### config.mk
export PLATFORM = sky130hd
export DESIGN_NAME = seed_pool
export DESIGN_NICKNAME = d
export VERILOG_FILES = /design/src/rtl/seed_pool_pkg.sv /design/src/rtl/seed_health_test.sv /design/src/rtl/seed_pool.sv
export SDC_FILE = /design/constraint.sdc
export NUM_CORES = 1
export LEC_CHECK = 0
export BUFFER_PORTS_ARGS = -buffer_cell sky130_fd_sc_hd__buf_2
export CELL_PAD_IN_SITES_DETAIL_PLACEMENT = 1
export CELL_PAD_IN_SITES_GLOBAL_PLACEMENT = 1
export CORE_MARGIN = 2
export CORE_UTILIZATION = 48
export CTS_CLUSTER_DIAMETER = 200
export CTS_CLUSTER_SIZE = 40
export DETAILED_ROUTE_END_ITERATION = 10
export GPL_TIMING_DRIVEN = 0
export HOLD_SLACK_MARGIN = 0.1
export PLACE_DENSITY_LB_ADDON = 0.1
export SLEW_MARGIN = 40
export SYNTH_ARGS = -nofsm -noshare
export SYNTH_HDL_FRONTEND = slang
export SYNTH_SLANG_ARGS = --single-unit
### constraint.sdc
create_clock -name clk -period 4.1 [get_ports clk]
set_input_delay 0.205 -clock clk [delete_from_list [all_inputs] [get_ports clk]]
set_output_delay 0.205 -clock clk [all_outputs]
set_load 0.05 [all_outputs]
### src/rtl/seed_pool_pkg.sv
// Shared constants for the Zkr seed path: OPST encodings, seed CSR field
// positions and the pool state type, so the CSR stage decodes the same values.
package seed_pool_pkg;

    localparam logic [1:0] OPST_BIST = 2'b00;
    localparam logic [1:0] OPST_WAIT = 2'b01;
    localparam logic [1:0] OPST_ES16 = 2'b10;
    localparam logic [1:0] OPST_DEAD = 2'b11;

    localparam int unsigned SEED_OPST_LSB    = 30;
    localparam int unsigned SEED_OPST_W      = 2;
    localparam int unsigned SEED_ENTROPY_LSB = 0;
    localparam int unsigned SEED_ENTROPY_W   = 16;

    typedef enum logic [1:0] {
        ST_BIST = 2'd0,
        ST_RUN  = 2'd1,
        ST_DEAD = 2'd2
    } pool_state_t;

    function automatic logic [31:0] seed_format(input logic [SEED_OPST_W-1:0]    opst,
                                                input logic [SEED_ENTROPY_W-1:0] entropy);
        logic [31:0] v;
        v = '0;
        v[SEED_OPST_LSB +: SEED_OPST_W]       = opst;
        v[SEED_ENTROPY_LSB +: SEED_ENTROPY_W] = entropy;
        return v;
    endfunction

endpackage

### src/rtl/seed_health_test.sv
// Continuous health tests on the raw noise stream: repetition count and
// adaptive proportion. Fail is combinational on the bit being sampled.
module seed_health_test #(
    parameter int unsigned RCT_CUTOFF = 32,
    parameter int unsigned APT_WINDOW = 64,
    parameter int unsigned APT_CUTOFF = 56
) (
    input  logic clk,
    input  logic reset_n,
    input  logic raw_bit,
    input  logic bit_valid,
    input  logic clear,
    output logic Fail
);

    localparam int unsigned RW = $clog2(RCT_CUTOFF + 1);
    localparam int unsigned WW = $clog2(APT_WINDOW + 1);

    logic          prev_bit;
    logic [RW-1:0] run_cnt;
    logic [RW-1:0] run_next;
    logic          ref_bit;
    logic [WW-1:0] win_cnt;
    logic [WW-1:0] match_cnt;
    logic [WW-1:0] match_next;
    logic          rct_fail;
    logic          apt_fail;

    always_comb begin
        // run_cnt == 0 means no previous bit since reset/clear
        if (run_cnt == '0 || raw_bit != prev_bit)
            run_next = RW'(1);
        else
            run_next = run_cnt + RW'(1);

        if (win_cnt == '0)
            match_next = WW'(1);
        else if (raw_bit == ref_bit)
            match_next = match_cnt + WW'(1);
        else
            match_next = match_cnt;

        rct_fail = bit_valid && (run_next == RW'(RCT_CUTOFF));
        apt_fail = bit_valid && (match_next == WW'(APT_CUTOFF));
        Fail     = rct_fail || apt_fail;
    end

    always_ff @(posedge clk or negedge reset_n) begin
        if (!reset_n) begin
            prev_bit  <= 1'b0;
            run_cnt   <= '0;
            ref_bit   <= 1'b0;
            win_cnt   <= '0;
            match_cnt <= '0;
        end else if (clear || Fail) begin
            prev_bit  <= 1'b0;
            run_cnt   <= '0;
            ref_bit   <= 1'b0;
            win_cnt   <= '0;
            match_cnt <= '0;
        end else if (bit_valid) begin
            prev_bit  <= raw_bit;
            run_cnt   <= run_next;
            match_cnt <= match_next;
            if (win_cnt == '0)
                ref_bit <= raw_bit;
            if (win_cnt == WW'(APT_WINDOW - 1))
                win_cnt <= '0;
            else
                win_cnt <= win_cnt + WW'(1);
        end
    end

endmodule

### src/rtl/seed_pool.sv
// Entropy pool feeding the seed CSR: BIST/RUN/DEAD control, 16-bit packing,
// a small FIFO of entropy words and the formatted SeedValM value.
module seed_pool
    import seed_pool_pkg::*;
#(
    parameter int unsigned DEPTH      = 4,
    parameter int unsigned BIST_BITS  = 64,
    parameter int unsigned RCT_CUTOFF = 32,
    parameter int unsigned APT_WINDOW = 64,
    parameter int unsigned APT_CUTOFF = 56
) (
    input  logic        clk,
    input  logic        reset_n,
    input  logic        RawBitValid,
    input  logic        RawBit,
    input  logic        SeedReadM,
    output logic [31:0] SeedValM,
    output logic        Dead
);

    localparam int unsigned BW = $clog2(BIST_BITS + 1);
    localparam int unsigned PW = $clog2(DEPTH);
    localparam int unsigned CW = PW + 1;

    pool_state_t   state;
    logic [BW-1:0] bist_cnt;
    logic [15:0]   shreg;
    logic [3:0]    bit_cnt;
    logic [15:0]   mem [DEPTH];
    logic [PW-1:0] rd_ptr;
    logic [PW-1:0] wr_ptr;
    logic [CW-1:0] count;

    logic        bit_take;
    logic        fail;
    logic        fifo_empty;
    logic        fifo_full;
    logic        pop;
    logic        push;
    logic [15:0] word_next;
    logic [1:0]  opst;
    logic [15:0] entropy;

    assign bit_take = RawBitValid && (state != ST_DEAD);

    seed_health_test #(
        .RCT_CUTOFF(RCT_CUTOFF),
        .APT_WINDOW(APT_WINDOW),
        .APT_CUTOFF(APT_CUTOFF)
    ) u_health (
        .clk      (clk),
        .reset_n  (reset_n),
        .raw_bit  (RawBit),
        .bit_valid(bit_take),
        .clear    (state == ST_DEAD),
        .Fail     (fail)
    );

    always_comb begin
        fifo_empty = (count == '0);
        fifo_full  = (count == CW'(DEPTH));
        word_next  = {shreg[14:0], RawBit};
        pop        = SeedReadM && (state == ST_RUN) && !fifo_empty;
        // a full FIFO still accepts the word when the same cycle pops
        push       = bit_take && !fail && (state == ST_RUN) &&
                     (bit_cnt == 4'd15) && (!fifo_full || pop);
    end

    always_ff @(posedge clk or negedge reset_n) begin
        if (!reset_n) begin
            state    <= ST_BIST;
            bist_cnt <= '0;
            shreg    <= '0;
            bit_cnt  <= '0;
            rd_ptr   <= '0;
            wr_ptr   <= '0;
            count    <= '0;
            for (int unsigned i = 0; i < DEPTH; i++)
                mem[i] <= '0;
        end else if (state == ST_DEAD) begin
            state <= ST_DEAD;
        end else if (fail) begin
            state    <= ST_DEAD;
            bist_cnt <= '0;
            shreg    <= '0;
            bit_cnt  <= '0;
            rd_ptr   <= '0;
            wr_ptr   <= '0;
            count    <= '0;
            for (int unsigned i = 0; i < DEPTH; i++)
                mem[i] <= '0;
        end else begin
            if (state == ST_BIST && bit_take) begin
                if (bist_cnt == BW'(BIST_BITS - 1)) begin
                    state    <= ST_RUN;
                    bist_cnt <= '0;
                end else begin
                    bist_cnt <= bist_cnt + BW'(1);
                end
            end
            if (state == ST_RUN && bit_take) begin
                shreg   <= word_next;
                bit_cnt <= bit_cnt + 4'd1;
            end
            // pop clears its slot first; a same-cycle push into that slot wins
            if (pop) begin
                mem[rd_ptr] <= '0;
                rd_ptr      <= rd_ptr + PW'(1);
            end
            if (push) begin
                mem[wr_ptr] <= word_next;
                wr_ptr      <= wr_ptr + PW'(1);
            end
            count <= count + CW'(push) - CW'(pop);
        end
    end

    always_comb begin
        case (state)
            ST_BIST: opst = OPST_BIST;
            ST_RUN:  opst = fifo_empty ? OPST_WAIT : OPST_ES16;
            default: opst = OPST_DEAD;
        endcase
        entropy = (opst == OPST_ES16) ? mem[rd_ptr] : 16'h0000;
    end

    assign SeedValM = seed_format(opst, entropy);
    assign Dead     = (state == ST_DEAD);

endmodule
==> reports/summary.md, run 1 <==
The logs give 6870 um^2 for the cell area reported after detailed placement and 268 MHz for the achievable frequency. The element type at the critical path end is a register. The final hold violation count is 0, and the total track usage is 0.258. The remaining max-slew budget at the tightest pin came out at 0.535. The tools report the die footprint as 14,400 um^2. For the worst setup path, the data required time is 4.44 ns.

Prior to clock tree synthesis, the placed netlist has a worst setup slack of -0.0356 ns. Summed over all layers, the global routing overflow is 0. After synthesis the cells add up to 6450 um^2. Yosys attributes the largest share of cell area to sky130_fd_sc_hd__dfrtp_1 47%, sky130_fd_sc_hd__o22ai_1 5.7%, sky130_fd_sc_hd__mux4_2 5.6%.

The via count normalized by instance count is 5.63. The total power per unit cell area works out to 506 nW/um^2. The floorplan has 42 rows. For the placed cell count, the log shows 860.

After filler insertion, the fill cell instance count of the layout stands at 1,480. The worst setup path is of the reg -> reg kind. In this run the vertical extent of the chip is 120 um.

Of all cell types, the one taking the most synthesized area is sky130_fd_sc_hd__dfrtp_1. Synthesis inferred 121 register bits. The count of antenna diodes in the layout is 0, and the weighted congestion reported at the end of routability-driven placement is 0.763.

The endpoint identified for the worst register-to-register timing path is count[2]. The dominant synthesized flop cell was sky130_fd_sc_hd__dfrtp_1. For the setup slack after layout, the log shows 0.369 ns. Across the run, the number of max-cap violations was 0. Area of the core: 13,200 um^2. The H-tree generated during clock tree synthesis spans 4 levels. Setup repair after global routing left no endpoint under its margin. The first global-routing pass estimated 28,500 um of wire. For the worst-skew pair, the clock arrives at the later sink with an insertion delay of 0.42 ns. The critical register-to-register path startpoint is u_health.match_cnt[0].

Across all layers, the routed design uses 5,043 vias. The tree built by TritonCTS fans out to 121 sinks. Summed over all layers, the routed wires come to 17,200 um. The area growth from synthesis to layout was 17.1%; the fraction of registers with async set or reset after synthesis was 1.00. The number of violations reported at the end of detailed-routing iteration 0 came out at 232. The slew at the pin with the worst max-slew slack was 0.697 ns; the data arrival time at the worst-slack endpoint was 4.07 ns.

For the initial antenna violation count, the log shows 0. The number of different library cells in the post-synthesis netlist was 58; the number of iterations in the first detailed-routing pass was 5. The fraction of final layout cells sized beyond drive strength 1 was 0.181. The most critical setup path has its startpoint at u_health.match_cnt[0]. Counting instances in the post-synthesis netlist gives the leading cell types as 121 x sky130_fd_sc_hd__dfrtp_1, 88 x sky130_fd_sc_hd__nand2_1, 78 x sky130_fd_sc_hd__inv_1. Starting density of the core: 0.489. The number of setup violations in the final report is 0, and the top cell type's share of synthesized area is 0.469.

Maximum root-to-sink buffer count: 2. The proportion of synthesized chip area in sequential cells was 0.469. The min-delay analysis places its worst path in the category in -> async. The reg-to-reg setup timing slack was 0.37 ns; the number of I/O port buffers was 22.

After detailed routing, the number of remaining DRC violations is 0. For this run, the number of Yosys warnings is 0. After routing the design area is 7560 um^2.

The root buffer selected by CTS is sky130_fd_sc_hd__clkbuf_16. TritonCTS built the clock tree. Pin placement for this block handled 38 I/O pins.

Of all nets on the critical path, the largest fanout is 10. Counting flops with a built-in enable in the synthesized netlist gives 0. The leakage power total came out at 3.55 nW. Yosys instantiated no cell more often than sky130_fd_sc_hd__dfrtp_1. The die is 120 um wide.

The detailed-placement wirelength estimate came out at 11,400 um. The number of nets still failing antenna checks after routing was 0; the per-cell routed wire length was 19.3 um. The share of the cycle needed by the critical path after routing was 0.910; the clock edge transition at the registers on the reported setup and hold paths was 0.05 ns. Max-slew violation count: 0.

The worst setup path is launched from a register. The final critical delay including setup and external delays was 3.73 ns. The worst clock skew on the final layout is 0.00589 ns. For the peak supply drop, the log shows 0.000259 V. The flow ran to the end, and the final reports show no timing, DRC or antenna violations. For the final standard cell count with taps included and fillers excluded, the log shows 895.

Averaged over all synthesized cells, the footprint is 9.96 um^2. The gate count of the mapped netlist came out at 648. The net count of the finished layout is 729. The run gives 5,456 as the number of global-route vias before repair. Counting the buffers created by CTS gives 17. The worst register-to-register path has a depth of 17. The run gives 72 as the largest net degree at the start of global routing.
==> cell type report <==
type | instances | area [um^2] | share of cell area
sequential | 121 | 3030 | 0.401
multi-input combinational | 415 | 2930 | 0.388
clock buffer | 24 | 502 | 0.0664
inverter | 78 | 293 | 0.0387
buffer | 46 | 288 | 0.0381
tap | 176 | 220 | 0.0291
timing repair buffer | 27 | 183 | 0.0242
clock inverter | 8 | 115 | 0.0152
==> power by group <==
| group | switching [mW] | leakage [nW] | internal (mW) |
|---|---|---|---|
| Combinational | 0.437 | 1.92 | 0.326 |
| Clock | 0.523 | 0.310 | 1.03 |
| Sequential | 0.153 | 1.32 | 1.35 |
| Total | 1.11 | 3.55 | 2.71 |
==> through the flow <==
step	hold slack, ns	utilization	setup TNS [ns]	power [mW]
3_5_place_dp	0.147	0.521	-0.0356	2.26
4_1_cts	0.300	0.570	0	3.84
3_3_place_gp	0.477	0.518	0	2.20
2_1_floorplan	-0.0906	-	0	2.06
6_report	0.300	0.573	0	3.82
5_1_grt	0.311	0.573	0	4.01
==> timing repair <==
item	4_1_cts	5_1_grt
resized for setup	3	5
hold buffers	2	0
hold endpoints to repair	53	0
pin swaps	0	1
setup endpoints to repair	1	2
buffers inserted	0	2
==> metal layers <==
metal	vias up	GRT usage	part of all wire	routed length, um
li1	2343	-	-	-
met1	2581	0.335	0.44	7590
met2	100	0.438	0.51	8860
met3	19	0.0475	0.030	524
met4	0	0.0853	0.015	254
met5	-	0	0	0
==> worst max-delay path, cell delays in order, from the launching register on <==
cell and delay, ns:
sky130_fd_sc_hd__dfrtp_1 0.45, sky130_fd_sc_hd__ha_1 0.29, sky130_fd_sc_hd__or2_2 0.31, sky130_fd_sc_hd__o31ai_1 0.09, sky130_fd_sc_hd__a311oi_2 0.20, sky130_fd_sc_hd__nor4_4 0.41
sky130_fd_sc_hd__nor2_1 0.16, sky130_fd_sc_hd__clkbuf_2 0.25, sky130_fd_sc_hd__nand2_1 0.18, sky130_fd_sc_hd__ha_1 0.25, sky130_fd_sc_hd__inv_1 0.06, sky130_fd_sc_hd__ha_1 0.13
sky130_fd_sc_hd__inv_1 0.05, sky130_fd_sc_hd__fa_1 0.37, sky130_fd_sc_hd__xor2_1 0.13, sky130_fd_sc_hd__nand2_1 0.08, sky130_fd_sc_hd__nor2_1 0.12, sky130_fd_sc_hd__o2bb2ai_1 0.12
==> kinds of logic after synthesis <==
kind of cell               count (synthesis)  synth area share
and+or+nand+nor                          200             0.161
AOI/OAI and AO/OA                        148             0.160
buffers and inverters                    125            0.0900
DFF                                      121             0.469
muxes                                     19            0.0605
adders and majority gates                 18            0.0361
xor gates and xnor gates                  16            0.0229
other                                      1          0.000581
==> cells in the final DEF, fill, tap and decap left out, drive strengths merged, types with 4 or more instances in the layout <==
master	count
or3	5
clkinv	5
nor2	22
and2	6
nand2	88
a211oi	6
dfrtp	121
ha	17
buf	55
nand3	17
nand2b	8
a21oi	33
nor3b	4
clkbuf	40
o31ai	4
nand4	10
xnor2	7
conb	14
a31oi	8
xor2	9
nor2b	19
a21o	4
o22ai	65
mux4	16
nor3	7
inv	78
o21ai	18
==> flip-flops by register name, summed over array words and instances (netlist names), 3 cells and up <==
name	count
count	3
mem	64
bit_cnt	4
u_health.win_cnt	7
u_health.match_cnt	7
bist_cnt	7
shreg	15
u_health.run_cnt	6
==> how the worst max path moves through the flow <==
stage	slack (ns)	end	cells after the start
2_1_floorplan	0.69	count[2]	17
3_3_place_gp	0.07	count[2]	17
3_5_place_dp	-0.04	count[2]	17
4_1_cts	0.06	count[2]	17
5_1_grt	0.02	count[2]	16
6_report	0.37	count[2]	17
(Power assumes the default switching activity.)
==> inputs of run 2 (changes only) <==
--- a/config.mk
+++ b/config.mk
@@ -16,6 +16,7 @@
 export GPL_TIMING_DRIVEN = 0
 export HOLD_SLACK_MARGIN = 0.1
 export PLACE_DENSITY_LB_ADDON = 0.1
+export RECOVER_POWER = 25
 export SLEW_MARGIN = 40
 export SYNTH_ARGS = -nofsm -noshare
 export SYNTH_HDL_FRONTEND = slang
==> run 2 against run 1 <==
Net effect: the run now ends with max-capacitance violations, max-slew violations left; non-clock buffer count stayed put; first-iteration DRC count unchanged; core utilization fell by 0.085 points; register-to-register slack hardly changed; design area is 0.15% lower; fmax is the same; setup slack hardly changed; count of clock-buffer cells in the layout unchanged.
==> reports/summary.md, run 2 (synthesis gave the netlist of run 1 again) <==
The final hold violation count was 0 (unchanged). The checks that failed: max-capacitance violations, max-slew violations. The global routing met3 resource utilization is 0.0475 (unchanged).

The combinational cell fraction of total power is 0.199 (about the same). For the remaining max-slew budget at the tightest pin, the log shows -0.984 (-1.52). The tools report the worst clock skew on the final layout as 0.00589 ns (unchanged). In the final layout, the registers with the most flip-flops are mem: 64 flops, shreg: 15 flops.

The detailed-placement wirelength estimate is 11,400 um (unchanged), and the fraction of power consumed by sequential logic is 0.394 (about the same). TritonCTS built the clock tree. The run finished, with violations left. The per-cell routed wire length is 19.3 um (about the same), and the die footprint is 14,400 um^2 (unchanged). The delay contributed by the slowest stage of the critical path was 0.45 ns (about the same).

The number of I/O port buffers came out at 22 (unchanged). For the power spent charging and discharging nets, the log shows 1.11 mW (about the same). The type of the setup path with the least slack was reg -> reg. The clock edge transition at the registers on the reported setup and hold paths is 0.05 ns (about the same). The signal on the critical path passes through ha_1 > or2_2 > o31ai_1 > a311oi_2 > nor4_4 > nor2_1 > clkbuf_2 > nand2_1 > ha_1 > inv_1 > ha_1 > inv_1 > fa_1 > xor2_1 > nand2_1 > nor2_1 > o2bb2ai_1. The total power per unit cell area was 506 nW/um^2 (+0.12%). The chip height works out to 120 um (unchanged). The overall overflow remaining after global route was 0 (unchanged); the number of violations of the max-capacitance limit was 1 (+1). The fraction of final layout cells sized beyond drive strength 1 is 0.179 (-0.00139), and the starting density of the core is 0.489 (unchanged).

Number of iterations in the first detailed-routing pass: 5 (unchanged). Number of clock sinks: 121 (unchanged). Setup repair after global routing left no endpoint under its margin. The worst endpoint required time is 4.44 ns (about the same), and the count of antenna diodes in the layout is 0 (unchanged). The die outline width was 120 um (unchanged). The reg-to-reg setup timing slack is 0.37 ns (about the same). The number of violations reported at the end of detailed-routing iteration 0 was 232 (unchanged). For the max-slew violation count, the log shows 51 (+51). Data arrival time at the worst-slack endpoint: 4.07 ns (about the same). Cell area reported after detailed placement: 6870 um^2 (unchanged). For the routing usage on met1, the log shows 0.335 (unchanged). The achievable frequency came out at 268 MHz (unchanged). The clock share of power was 0.407 (about the same); the total track usage was 0.258 (unchanged). Element type at the critical path end: a register. met2 is the most crowded layer.

The top cell types in the final layout, fill and taps aside, are 121 x sky130_fd_sc_hd__dfrtp_1, 88 x sky130_fd_sc_hd__nand2_1, 78 x sky130_fd_sc_hd__inv_1. The tools report the number of nets still failing antenna checks after routing as 0 (unchanged). The number of rows created at floorplan was 42 (unchanged). The area growth from synthesis to layout is 17.0%, and the largest net degree at the start of global routing is 72 (unchanged).

The tools report the root buffer selected by CTS as sky130_fd_sc_hd__clkbuf_16. The cell at the slowest stage of the critical path was sky130_fd_sc_hd__dfrtp_1. The tools report the global-route wire length before repair as 28,500 um (unchanged). The number of H-tree branching levels is 4 (unchanged). The flip-flop count of the largest register after layout is 64 (unchanged). The type of element launching the critical path was a register. The logs give 0 (unchanged) for the remaining routing DRC violations and 0.000259 V (about the same) for the peak supply drop. The weighted congestion reported at the end of routability-driven placement came out at 0.763 (unchanged). The via count normalized by instance count is 5.63 (unchanged). The library cell used most frequently in the layout, excluding fill and tap cells, is sky130_fd_sc_hd__dfrtp_1. The maximum root-to-sink buffer count came out at 2 (unchanged).

The vias after detailed routing is 5,043 (unchanged), and the internal power is 2.71 mW (about the same). The run gives 3.54 nW (-0.18%) as the leakage power total. The global routing met2 resource utilization was 0.438 (unchanged); the number of setup violations in the final report was 0 (unchanged).

The fraction of power spent switching nets came out at 0.291 (about the same). The number of top-level design ports was 38 (unchanged); the final critical delay including setup and external delays was 3.73 ns (+0.00000600 ns). The run gives 7550 um^2 (-0.15%) as the area of all placed cells without fillers. Cell seen most often among critical-path stages: sky130_fd_sc_hd__ha_1. Slew at the pin with the worst max-slew slack: 2.98 ns (+2.28 ns).

The worst hold path belongs to the class in -> reg. The clock insertion delay at the later pin of the skew report is 0.42 ns (about the same), and the share of the cycle needed by the critical path after routing is 0.910 (about the same). The largest driver fanout on the critical path came out at 10 (unchanged). The fill cell instance count of the final layout is 1,482 (+0.14%). The initial antenna violation count was 0 (unchanged); the CTS buffer count was 17 (unchanged).

The total number of nets in the final design was 729 (unchanged). For the total power consumption of the routed design, the log shows 3.82 mW (about the same). The area of the core was 13,200 um^2 (unchanged); the number of global-route vias before repair was 5,456 (unchanged).

The run gives 17,200 um (about the same) as the wire length reported by the detailed router. Ranked by flip-flop count, first place goes to mem.
run 2: timing repair:
action,4_1_cts,5_1_grt
hold buffers,2,0
endpoints found under the setup margin,1,2
gates resized for setup,3,5
setup buffers,0,2
hold endpoints to repair,53,0
pin swaps,0,1
run 2: worst paths after layout:
path                                       start             endpoint  depth (start not counted)
setup / recovery           u_health.match_cnt[0]             count[2]                         17
hold / removal                       RawBitValid             count[2]                          3
setup reg to reg           u_health.match_cnt[0]             count[2]                         17
hold reg to reg                      bist_cnt[6]          bist_cnt[6]                          2
max in group asynchronous                reset_n  u_health.win_cnt[3]                          2
min in group asynchronous                reset_n              mem[43]                          2
run 2: final cells by class:
class | count | area (um^2) | share of cell area
Sequential cell | 121 | 3030 | 0.401
Multi-Input combinational cell | 415 | 2930 | 0.388
Clock buffer | 24 | 502 | 0.0665
Inverter | 78 | 293 | 0.0388
Buffer | 46 | 288 | 0.0381
Tap cell | 176 | 220 | 0.0292
Timing Repair Buffer | 27 | 171 | 0.0227
Clock inverter | 8 | 115 | 0.0153
run 2: through the flow:
step / cells / hold slack (ns) / TNS [ns] / util / setup WS (ns)
floorplan: 661 / -0.0906 / 0 / - / 0.688
global placement: 859 / 0.477 / 0 / 0.518 / 0.0724
detailed placement: 860 / 0.147 / -0.0356 / 0.521 / -0.0356
CTS: 894 / 0.300 / 0 / 0.570 / 0.0571
global route: 895 / 0.357 / 0 / 0.572 / 0.0232
finish: 895 / 0.334 / 0 / 0.572 / 0.369
run 2: routing by layer:
layer / share of wire / wire length, um
met1: 0.44 / 7590
met2: 0.51 / 8860
met3: 0.030 / 524
met4: 0.015 / 254
met5: 0 / 0
run 2: power groups by stage:
| stage | clock (mW) | sequential [mW] | combinational, mW |
|---|---|---|---|
| 2_1_floorplan | 0 | 1.48 | 0.580 |
| 3_3_place_gp | 0 | 1.50 | 0.697 |
| 3_5_place_dp | 0 | 1.52 | 0.744 |
| 4_1_cts | 1.57 | 1.50 | 0.762 |
| 5_1_grt | 1.63 | 1.53 | 0.852 |
| 6_report | 1.55 | 1.51 | 0.761 |
run 2: worst max-delay path, delay by kind of cell, from the launching register on:
family	cells	cell delay (ns)
AOI/OAI and AO/OA	3	0.41
xor gates and xnor gates	1	0.13
adders and majority gates	4	1.04
buffers and inverters	3	0.36
DFF	1	0.45
and+or+nand+nor	6	1.26
